## config.mk

```make
export PLATFORM = sky130hd
export DESIGN_NAME = led_round_controller
export DESIGN_NICKNAME = d
export VERILOG_FILES = /design/src/rtl/led_round_controller.sv
export SDC_FILE = /design/constraint.sdc
export NUM_CORES = 1
export LEC_CHECK = 0
export BUFFER_PORTS_ARGS = -buffer_cell sky130_fd_sc_hd__buf_2
export CORE_MARGIN = 2
export CORE_UTILIZATION = 41
export CTS_CLUSTER_SIZE = 30
export DETAILED_ROUTE_END_ITERATION = 16
export PLACE_DENSITY = 0.62
export SLEW_MARGIN = 20
export SYNTH_ARGS = -nofsm -noshare
export SYNTH_HDL_FRONTEND = slang
export SYNTH_SLANG_ARGS = --single-unit
```

## constraint.sdc

```tcl
create_clock -name clk -period 4.35 [get_ports clk]
set_input_delay 0.87 -clock clk [delete_from_list [all_inputs] [get_ports clk]]
set_output_delay 0.87 -clock clk [all_outputs]
set_load 0.02 [all_outputs]
```

## src/rtl/led_round_controller.sv

```systemverilog
// Reaction-game round sequencer: random pre-light delay, one lit LED per round,
// hit/timeout scoring, and a one-cycle done pulse after the final round.
module led_round_controller #(
  parameter int unsigned NUM_LEDS    = 10,
  parameter int unsigned NUM_ROUNDS  = 10,
  parameter int unsigned MIN_DELAY   = 25_000_000,
  parameter int unsigned DELAY_SHIFT = 14,
  parameter int unsigned ON_CYCLES   = 50_000_000,
  parameter int unsigned GAP_CYCLES  = 12_500_000
) (
  input  logic                clk,
  input  logic                rst_n,
  input  logic                start,
  input  logic                abort,
  input  logic [10:0]         random_value,
  input  logic [NUM_LEDS-1:0] hit,
  output logic [NUM_LEDS-1:0] led_enable,
  output logic                busy,
  output logic [7:0]          round_idx,
  output logic [7:0]          score,
  output logic [7:0]          misses,
  output logic                done
);

  localparam int unsigned TGT_W = (NUM_LEDS > 1) ? $clog2(NUM_LEDS) : 1;

  typedef enum logic [2:0] {
    S_IDLE  = 3'd0,
    S_DELAY = 3'd1,
    S_LIT   = 3'd2,
    S_GAP   = 3'd3,
    S_DONE  = 3'd4
  } state_e;

  state_e             state_q, state_d;
  logic [31:0]        cnt_q, cnt_d;
  logic [TGT_W-1:0]   target_q, target_d;
  logic [7:0]         round_q, round_d;
  logic [7:0]         score_q, score_d;
  logic [7:0]         misses_q, misses_d;
  logic [NUM_LEDS-1:0] led_q, led_d;
  logic               busy_q, busy_d;
  logic               done_q, done_d;

  function automatic logic [31:0] delay_of(input logic [10:0] rv);
    return 32'(MIN_DELAY) + ({21'd0, rv} << DELAY_SHIFT);
  endfunction

  function automatic logic [TGT_W-1:0] target_of(input logic [10:0] rv);
    logic [31:0] m;
    m = {21'd0, rv} % 32'(NUM_LEDS);
    return m[TGT_W-1:0];
  endfunction

  always_ff @(posedge clk or negedge rst_n) begin
    if (!rst_n) begin
      state_q  <= S_IDLE;
      cnt_q    <= '0;
      target_q <= '0;
      round_q  <= '0;
      score_q  <= '0;
      misses_q <= '0;
      led_q    <= '0;
      busy_q   <= 1'b0;
      done_q   <= 1'b0;
    end else begin
      state_q  <= state_d;
      cnt_q    <= cnt_d;
      target_q <= target_d;
      round_q  <= round_d;
      score_q  <= score_d;
      misses_q <= misses_d;
      led_q    <= led_d;
      busy_q   <= busy_d;
      done_q   <= done_d;
    end
  end

  // The counter holds the cycles remaining in the current state, so a value of 1
  // marks the final cycle and the transition happens on that edge.
  always_comb begin
    state_d  = state_q;
    cnt_d    = cnt_q;
    target_d = target_q;
    round_d  = round_q;
    score_d  = score_q;
    misses_d = misses_q;
    if (abort) begin
      state_d = S_IDLE;
    end else begin
      case (state_q)
        S_IDLE: begin
          if (start) begin
            round_d  = '0;
            score_d  = '0;
            misses_d = '0;
            cnt_d    = delay_of(random_value);
            state_d  = S_DELAY;
          end
        end
        S_DELAY: begin
          if (cnt_q <= 32'd1) begin
            target_d = target_of(random_value);
            cnt_d    = 32'(ON_CYCLES);
            state_d  = S_LIT;
          end else begin
            cnt_d = cnt_q - 32'd1;
          end
        end
        S_LIT: begin
          if (hit[target_q]) begin
            score_d = score_q + 8'd1;
            cnt_d   = 32'(GAP_CYCLES);
            state_d = S_GAP;
          end else if (cnt_q <= 32'd1) begin
            misses_d = misses_q + 8'd1;
            cnt_d    = 32'(GAP_CYCLES);
            state_d  = S_GAP;
          end else begin
            cnt_d = cnt_q - 32'd1;
          end
        end
        S_GAP: begin
          if (cnt_q <= 32'd1) begin
            round_d = round_q + 8'd1;
            if (round_d == 8'(NUM_ROUNDS)) begin
              state_d = S_DONE;
            end else begin
              cnt_d   = delay_of(random_value);
              state_d = S_DELAY;
            end
          end else begin
            cnt_d = cnt_q - 32'd1;
          end
        end
        S_DONE:  state_d = S_IDLE;
        default: state_d = S_IDLE;
      endcase
    end
  end

  // Outputs are registered from the next state so they line up with it.
  always_comb begin
    led_d = '0;
    if (state_d == S_LIT) led_d[target_d] = 1'b1;
    busy_d = (state_d != S_IDLE);
    done_d = (state_d == S_DONE);
  end

  assign led_enable = led_q;
  assign busy       = busy_q;
  assign round_idx  = round_q;
  assign score      = score_q;
  assign misses     = misses_q;
  assign done       = done_q;

endmodule

```

== Yosys cells after proc, flatten, opt, wreduce, memory -nomap -nowiden ==
Index checks and enable logic that the tools add are counted.

* Flip-flop bits (word level): 75
* Bits of input ports: 25

* $add $sub $neg: 5
* Divide/modulo/power cells: 1
* Magnitude comparators: 4
* Eq/ne operators: 12
* Mux-type cells: 31
* Bitwise operators: 1
* Reductions and logical operators: 10

{| class="wikitable"
|+ Operators with widths
! kind !! count
|-
| $mux 32 || 6
|-
| $pmux 32 s4 || 1
|-
| $pmux 8 s2 || 3
|-
| $mux 8 || 5
|-
| $le 32x1->1 const B || 1
|-
| $mod 11x4->32 const B || 1
|-
| $sub 32x1->32 const B || 1
|-
| $add 25x25->26 const A || 1
|-
| $add 8x1->8 const B || 3
|-
| $mux 3 || 7
|-
| $mux 4 || 3
|-
| $pmux 3 s4 || 1
|-
| $reduce_and 4->1 || 3
|-
| $lt 4x5->1 const B || 2
|-
| $mux 10 || 1
|-
| $ne 2x2->1 const B || 5
|-
| $eq 3x2->1 const B || 3
|-
| $eq 8x4->1 const B || 1
|-
| $reduce_and 5->1 || 1
|-
| $bmux 1 s4 || 1
|-
| $demux 1 s4 || 1
|-
| $ge 4x1->1 const B || 1
|-
| $reduce_bool 2->1 || 2
|-
| $reduce_bool 4->1 || 1
|-
| 8 further kinds || 9
|}

== Logic depth before layout (Yosys ltp) ==
* Depth in word-level cells: 9
* Depth in mapped cells: 24
* Mapped depth without buffers: 20

== Least setup slack after synthesis ==
No wires, ideal clock.

* Path type: input port to flip-flop
* From: in random_value[8]
* To: reg led_q[2], in the netlist led_enable[2]
* Setup time: 0.141 ns
* Arrival time: 5.967 ns
* Required time: 4.209 ns
* Slack: -1.758 ns
* Stages: 22
* Buffers on the path: 2
* Cells stage by stage: nor2_1 inv_2 ha_1 nand2b_1 buf_4 a2bb2o_2 a21o_1 nor3_4 mux2i_1 nor3_1 o311a_1 a211o_1 buf_2 nor3_4 mux2i_1 and3_1 a211o_1 nor4_2 a21oi_1 xnor2_1 o311ai_1 nor4_1

* Word-level cells in the longest chain between the ends: 9
* Elaborated cells between the ends (all ways): 10

{| class="wikitable"
|+ RTL lines
! element !! RTL line !! text
|-
| from (decl) || 15 || <nowiki>input logic [10:0] random_value,</nowiki>
|-
| $mod 11x4->32 * || 51 || <nowiki>m = {21'd0, rv} % 32'(NUM_LEDS);</nowiki>
|-
| $mux 4 * || 102 || <nowiki>if (cnt_q <= 32'd1) begin</nowiki>
|-
| $mux 4 * || 91 || <nowiki>case (state_q)</nowiki>
|-
| $mux 4 * || 88 || <nowiki>if (abort) begin</nowiki>
|-
| $lt 4x5->1 (implied by the code) / $ge 4x1->1 (equally long branches) || 145 || <nowiki>if (state_d == S_LIT) led_d[target_d] = 1'b1;</nowiki>
|-
| $logic_and 1x1->1 (implied by the code) || 145 ||
|-
| $mux 1 (implied by the code) || 145 ||
|-
| $demux 1 s4 * || 145 ||
|-
| $mux 10 * || 145 ||
|-
| named net led_d[2] || 41 || <nowiki>logic [NUM_LEDS-1:0] led_q, led_d;</nowiki>
|-
| to (signal assigned) || 73 || <nowiki>led_q <= led_d;</nowiki>
|-
| to (decl) || 41 ||
|}

Mark *: on every way through the listed nets, which the timed path passes. The rest lies on a longest branch.
A chain may end at the register's enable or synchronous reset.

== Worst setup path after layout ==
* From: in random_value[8]
* To: reg led_q[6], in the netlist led_enable[6]

The elaborated chain is that of the path after synthesis.

==> flow_summary.html <==
<table>
<tr><th>Metric</th><th>Value</th></tr>
<tr><th colspan="2">Run status</th></tr>
<tr><td>Run status</td><td>complete, but fails checks</td></tr>
<tr><td>Violations in the final reports</td><td>negative setup slack</td></tr>
<tr><th colspan="2">Power</th></tr>
<tr><td>P_leak</td><td>3.90 nW</td></tr>
<tr><td>IR drop worst, VDD</td><td>roughly 190 µV</td></tr>
<tr><td>Gate power share</td><td>between 40% and 50%</td></tr>
<tr><td>Power per standard cell area</td><td>328 nW/µm²</td></tr>
<tr><td>Net switching fraction of the power</td><td>between 30% and 40%</td></tr>
<tr><td>Relative contribution of sequential cells to total power</td><td>28.9%</td></tr>
<tr><td>Clock network fraction of design power</td><td>about a quarter</td></tr>
<tr><td>P_int</td><td>between 0.0015 and 0.002 W</td></tr>
<tr><td>Power spent charging and discharging nets</td><td>between 0.001 and 0.0015 W</td></tr>
<tr><th colspan="2">Worst setup path</th></tr>
<tr><td>Critical R2R Launch</td><td>round_idx[0]</td></tr>
<tr><td>Worst-path fanout max</td><td>5</td></tr>
<tr><td>Worst endpoint required time</td><td>4590 ps</td></tr>
<tr><td>Startpoint kind of the worst setup timing path</td><td>input pin</td></tr>
<tr><td>Worst setup path class</td><td>input pin to flop</td></tr>
<tr><td>Endpoint class of the critical path</td><td>flop</td></tr>
<tr><td>Arr. time, crit path</td><td>roughly 5800 ps</td></tr>
<tr><td>Origin of the worst setup path</td><td>random_value[8]</td></tr>
<tr><th colspan="2">Timing</th></tr>
<tr><td>Worst-margin pin slew</td><td>a little under 1000 ps</td></tr>
<tr><td>Worst Skew</td><td>around 5.7 ps</td></tr>
<tr><td>Smallest hold slack</td><td>486 ps</td></tr>
<tr><td>Number of setup violations in the final report</td><td>13</td></tr>
<tr><td>Crit path setup slack, layout</td><td>-1150 ps</td></tr>
<tr><td>Final critical-path required period</td><td>5500 ps</td></tr>
<tr><td>Highest clock rate</td><td>around 180 MHz</td></tr>
<tr><td>Normalized max-slew margin</td><td>34.7%</td></tr>
<tr><td>RSZ-0062 raised after global routing</td><td>true</td></tr>
<tr><td>Final Hold Violating Endpoints</td><td>0</td></tr>
<tr><td>Final cycle utilization of the critical path</td><td>127%</td></tr>
<tr><td>Total count of max-transition violations in the final report</td><td>0</td></tr>
<tr><th colspan="2">Placement</th></tr>
<tr><td>Placed wire-length estimate after detailed placement</td><td>about 14,000 µm</td></tr>
<tr><td>Post-placement setup slack</td><td>-1610 ps</td></tr>
<tr><td>Placement-stage cell area</td><td>approximately 8000 µm²</td></tr>
<tr><td>Port buffer count</td><td>60</td></tr>
<tr><td>Placer Congestion</td><td>0.918</td></tr>
<tr><th colspan="2">Worst hold path</th></tr>
<tr><td>Hold crit path type</td><td>flop to flop</td></tr>
<tr><td>Start point of the worst min-delay path</td><td>cnt_q[31]</td></tr>
<tr><th colspan="2">Drt</th></tr>
<tr><td>Routed wire length</td><td>~20,000 µm</td></tr>
<tr><td>Mean number of vias per cell</td><td>between 5 and 6</td></tr>
<tr><td>Number of DRC violations after detailed routing</td><td>0</td></tr>
<tr><td>Antenna Nets Post-Route</td><td>0</td></tr>
<tr><td>Drt first-iter violations</td><td>roughly 440</td></tr>
<tr><td>Count of vias placed by the detailed router</td><td>between 7,000 and 8,000</td></tr>
<tr><td>Drt pass-1 iters</td><td>5</td></tr>
<tr><td>Routed wire length per instance</td><td>16.8 µm</td></tr>
<tr><th colspan="2">Die</th></tr>
<tr><td>Die outline height</td><td>roughly 130 µm</td></tr>
<tr><td>Effective utilization at floorplan</td><td>about two fifths</td></tr>
<tr><td>Number of primary I/O pins</td><td>slightly above 60</td></tr>
<tr><td>Die Footprint</td><td>16,500 µm²</td></tr>
<tr><td>Floorplan Core Area</td><td>around 15,000 µm²</td></tr>
<tr><td>Die Wd</td><td>between 100 and 150 µm</td></tr>
<tr><td>Row Count</td><td>45</td></tr>
<tr><th colspan="2">GRT</th></tr>
<tr><td>Final global-route overflow total</td><td>0</td></tr>
<tr><td>Vias in the first global route</td><td>between 6,000 and 7,000</td></tr>
<tr><td>Global-route usage over all layers</td><td>roughly 25%</td></tr>
<tr><td>First-pass GRT wire length</td><td>roughly 34,000 µm</td></tr>
<tr><td>Number of antenna violations at the first check in global routing</td><td>0</td></tr>
<tr><td>Largest net degree at the start of global routing</td><td>76</td></tr>
<tr><th colspan="2">Synthesis</th></tr>
<tr><td>Async S/R FF share, synth</td><td>100%</td></tr>
<tr><td>Post-synthesis instance total</td><td>approximately 810</td></tr>
<tr><td>Sequential fraction of the synthesis area</td><td>29.6%</td></tr>
<tr><td>Synthesis warning total</td><td>0</td></tr>
<tr><td>Number of enable flip-flop cells after synthesis</td><td>0</td></tr>
<tr><td>Post-synth top flop</td><td>sky130_fd_sc_hd__dfrtp_1</td></tr>
<tr><td>Synthesized netlist net count</td><td>around 850</td></tr>
<tr><td>Average instance area after synthesis</td><td>7.80 µm²</td></tr>
<tr><td>Register bit total from synthesis</td><td>75</td></tr>
<tr><td>Area of the mapped netlist</td><td>6340 µm²</td></tr>
<tr><td>Cell variety after synth</td><td>85</td></tr>
<tr><th colspan="2">Flow run</th></tr>
<tr><td>Number of max-cap violations</td><td>0</td></tr>
<tr><th colspan="2">Clock network</th></tr>
<tr><td>Maximum number of buffers from clock root to sink</td><td>2</td></tr>
<tr><td>Deepest level of the CTS H-tree</td><td>3</td></tr>
<tr><td>Reg clk slew, reported paths</td><td>60 ps</td></tr>
<tr><td>Sinks on Clock Net</td><td>75</td></tr>
<tr><td>Clock buffer count from CTS</td><td>9</td></tr>
<tr><td>CTS tree</td><td>built</td></tr>
<tr><td>Root Buffer</td><td>sky130_fd_sc_hd__clkbuf_16</td></tr>
<tr><td>Clock network latency to the later pin of the worst-skew pair</td><td>between 300 and 400 ps</td></tr>
<tr><th colspan="2">Layout</th></tr>
<tr><td>Final Core Density</td><td>59.1%</td></tr>
<tr><td>Commonest non-fill, non-tap cell in the layout</td><td>sky130_fd_sc_hd__buf_4</td></tr>
<tr><td>Number of antenna cells inserted</td><td>0</td></tr>
<tr><td>Final non-filler cell area</td><td>slightly below 9000 µm²</td></tr>
<tr><td>Synthesis-to-layout area growth</td><td>41.1%</td></tr>
<tr><td>Most used cells in the layout excluding fill and tap cells</td><td>162 x sky130_fd_sc_hd__buf_4, 82 x sky130_fd_sc_hd__nand2_1, 75 x sky130_fd_sc_hd__nor2_1, 75 x sky130_fd_sc_hd__dfrtp_1, 64 x sky130_fd_sc_hd__o21ai_0</td></tr>
<tr><td>Layout Nets</td><td>~1,100</td></tr>
<tr><td>Layout cells sized above 1</td><td>between 30% and 40%</td></tr>
</table>
## flip-flops by register name, summed over array words and instances, names as in the netlist
name	count
target_q	4
led_enable	10
busy	1
done	1
cnt_q	32
state_q	3
score	8
misses	8
round_idx	8
## worst max-delay path, cell delays in order
cell and delay, ps:
sky130_fd_sc_hd__buf_8 100, sky130_fd_sc_hd__nor2_4 100, sky130_fd_sc_hd__inv_2 60, sky130_fd_sc_hd__ha_4 280, sky130_fd_sc_hd__nor2b_4 40, sky130_fd_sc_hd__buf_6 130, sky130_fd_sc_hd__buf_4 140, sky130_fd_sc_hd__and3_1 160
sky130_fd_sc_hd__o32a_1 380, sky130_fd_sc_hd__a32o_2 290, sky130_fd_sc_hd__o22ai_2 230, sky130_fd_sc_hd__o311ai_2 160, sky130_fd_sc_hd__maj3_2 350, sky130_fd_sc_hd__a211o_4 360, sky130_fd_sc_hd__nor3_4 290, sky130_fd_sc_hd__mux2i_2 120
sky130_fd_sc_hd__and3_4 180, sky130_fd_sc_hd__buf_6 120, sky130_fd_sc_hd__a211o_1 280, sky130_fd_sc_hd__nor4_4 280, sky130_fd_sc_hd__nand2_1 140, sky130_fd_sc_hd__xnor2_2 230, sky130_fd_sc_hd__a21boi_2 140, sky130_fd_sc_hd__nor4_1 310
## synthesized netlist by cell type (all sizes together) (9+ instances only)
library cell	instances	share of area (%)
nand2b	15	1.5
clkbuf	24	1.4
xnor2	22	3.2
dfrtp	75	30
or3	14	1.4
o31ai	15	1.8
nand4	10	0.99
inv	25	1.5
or2	9	0.89
xor2	11	1.5
o22ai	11	1.2
buf	15	1.1
ha	10	2.0
a211oi	9	1.1
o21ai	70	5.6
o22a	12	1.7
nor2	77	4.6
nor3	33	3.0
nand2	82	4.9
and3	18	1.8
a21oi	53	4.2
nor4	20	2.1
nor2b	10	0.99
nand3	30	2.4
a31oi	16	1.6
## path summary, 6_finish.rpt
kind,to,slack [ps],cells after the start
min in group asynchronous,cnt_q[0],680,1
hold reg to reg,cnt_q[31],490,1
setup / recovery,led_enable[6],-1150,24
hold / removal,cnt_q[31],490,1
setup reg to reg,misses[7],740,18
max in group asynchronous,cnt_q[23],3030,1
## timing repair
item                       CTS  global route
hold endpoints to repair     0             0
setup buffers               20             4
gates cloned                 1             0
gates resized for setup     71            15
setup endpoints to repair   13            17
pin swaps                   40             9
hold buffers                 0             0
## routing by layer
layer	global-route usage (%)	part of all wire, %	vias to the layer above
met1	30.9	43	3369
met3	2.74	4.0	51
met4	9.44	3.1	0
met5	0	0	-
li1	-	-	3464
met2	44.7	50	212
## final cells by class
class	instances	area (µm²)
clock inverter	6	71.3
sequential	75	1880
inverter	28	105
multi-input combinational	671	4730
clock buffer	10	239
tap	188	235
timing repair buffer	232	1690
fill	1348	6200
## metrics by stage
stage	TNS, ps	std cells	total power (W)
4_1_cts	-12260	1206	0.00288
3_5_place_dp	-19890	1170	0.00195
5_1_grt	-16590	1210	0.00310
6_report	-13750	1210	0.00293
3_3_place_gp	-19360	1170	0.00195
2_1_floorplan	-16650	813	0.00153
## cell families (layout without fill, tap and decap cells)
| family | Yosys count | count (layout) | share of synthesized area (%) |
|---|---|---|---|
| compound gates | 274 | 274 | 29.9 |
| simple gates | 337 | 337 | 26.5 |
| fa+ha+maj | 15 | 15 | 2.76 |
| xor+xnor | 33 | 33 | 4.68 |
| mux | 12 | 12 | 2.33 |
| flops | 75 | 75 | 29.6 |
| buf+inv | 67 | 276 | 4.24 |
## power groups by stage
stage | sequential (W) | combinational (W) | clock [W]
after global placement | 0.000855 | 0.00109 | 0
after detailed placement | 0.000857 | 0.00110 | 0
after CTS | 0.000846 | 0.00124 | 0.000791
after floorplan | 0.000835 | 0.000695 | 0
after global routing | 0.000863 | 0.00142 | 0.000818
final | 0.000849 | 0.00131 | 0.000776
No activity file was read; power rests on OpenSTA's default activity.
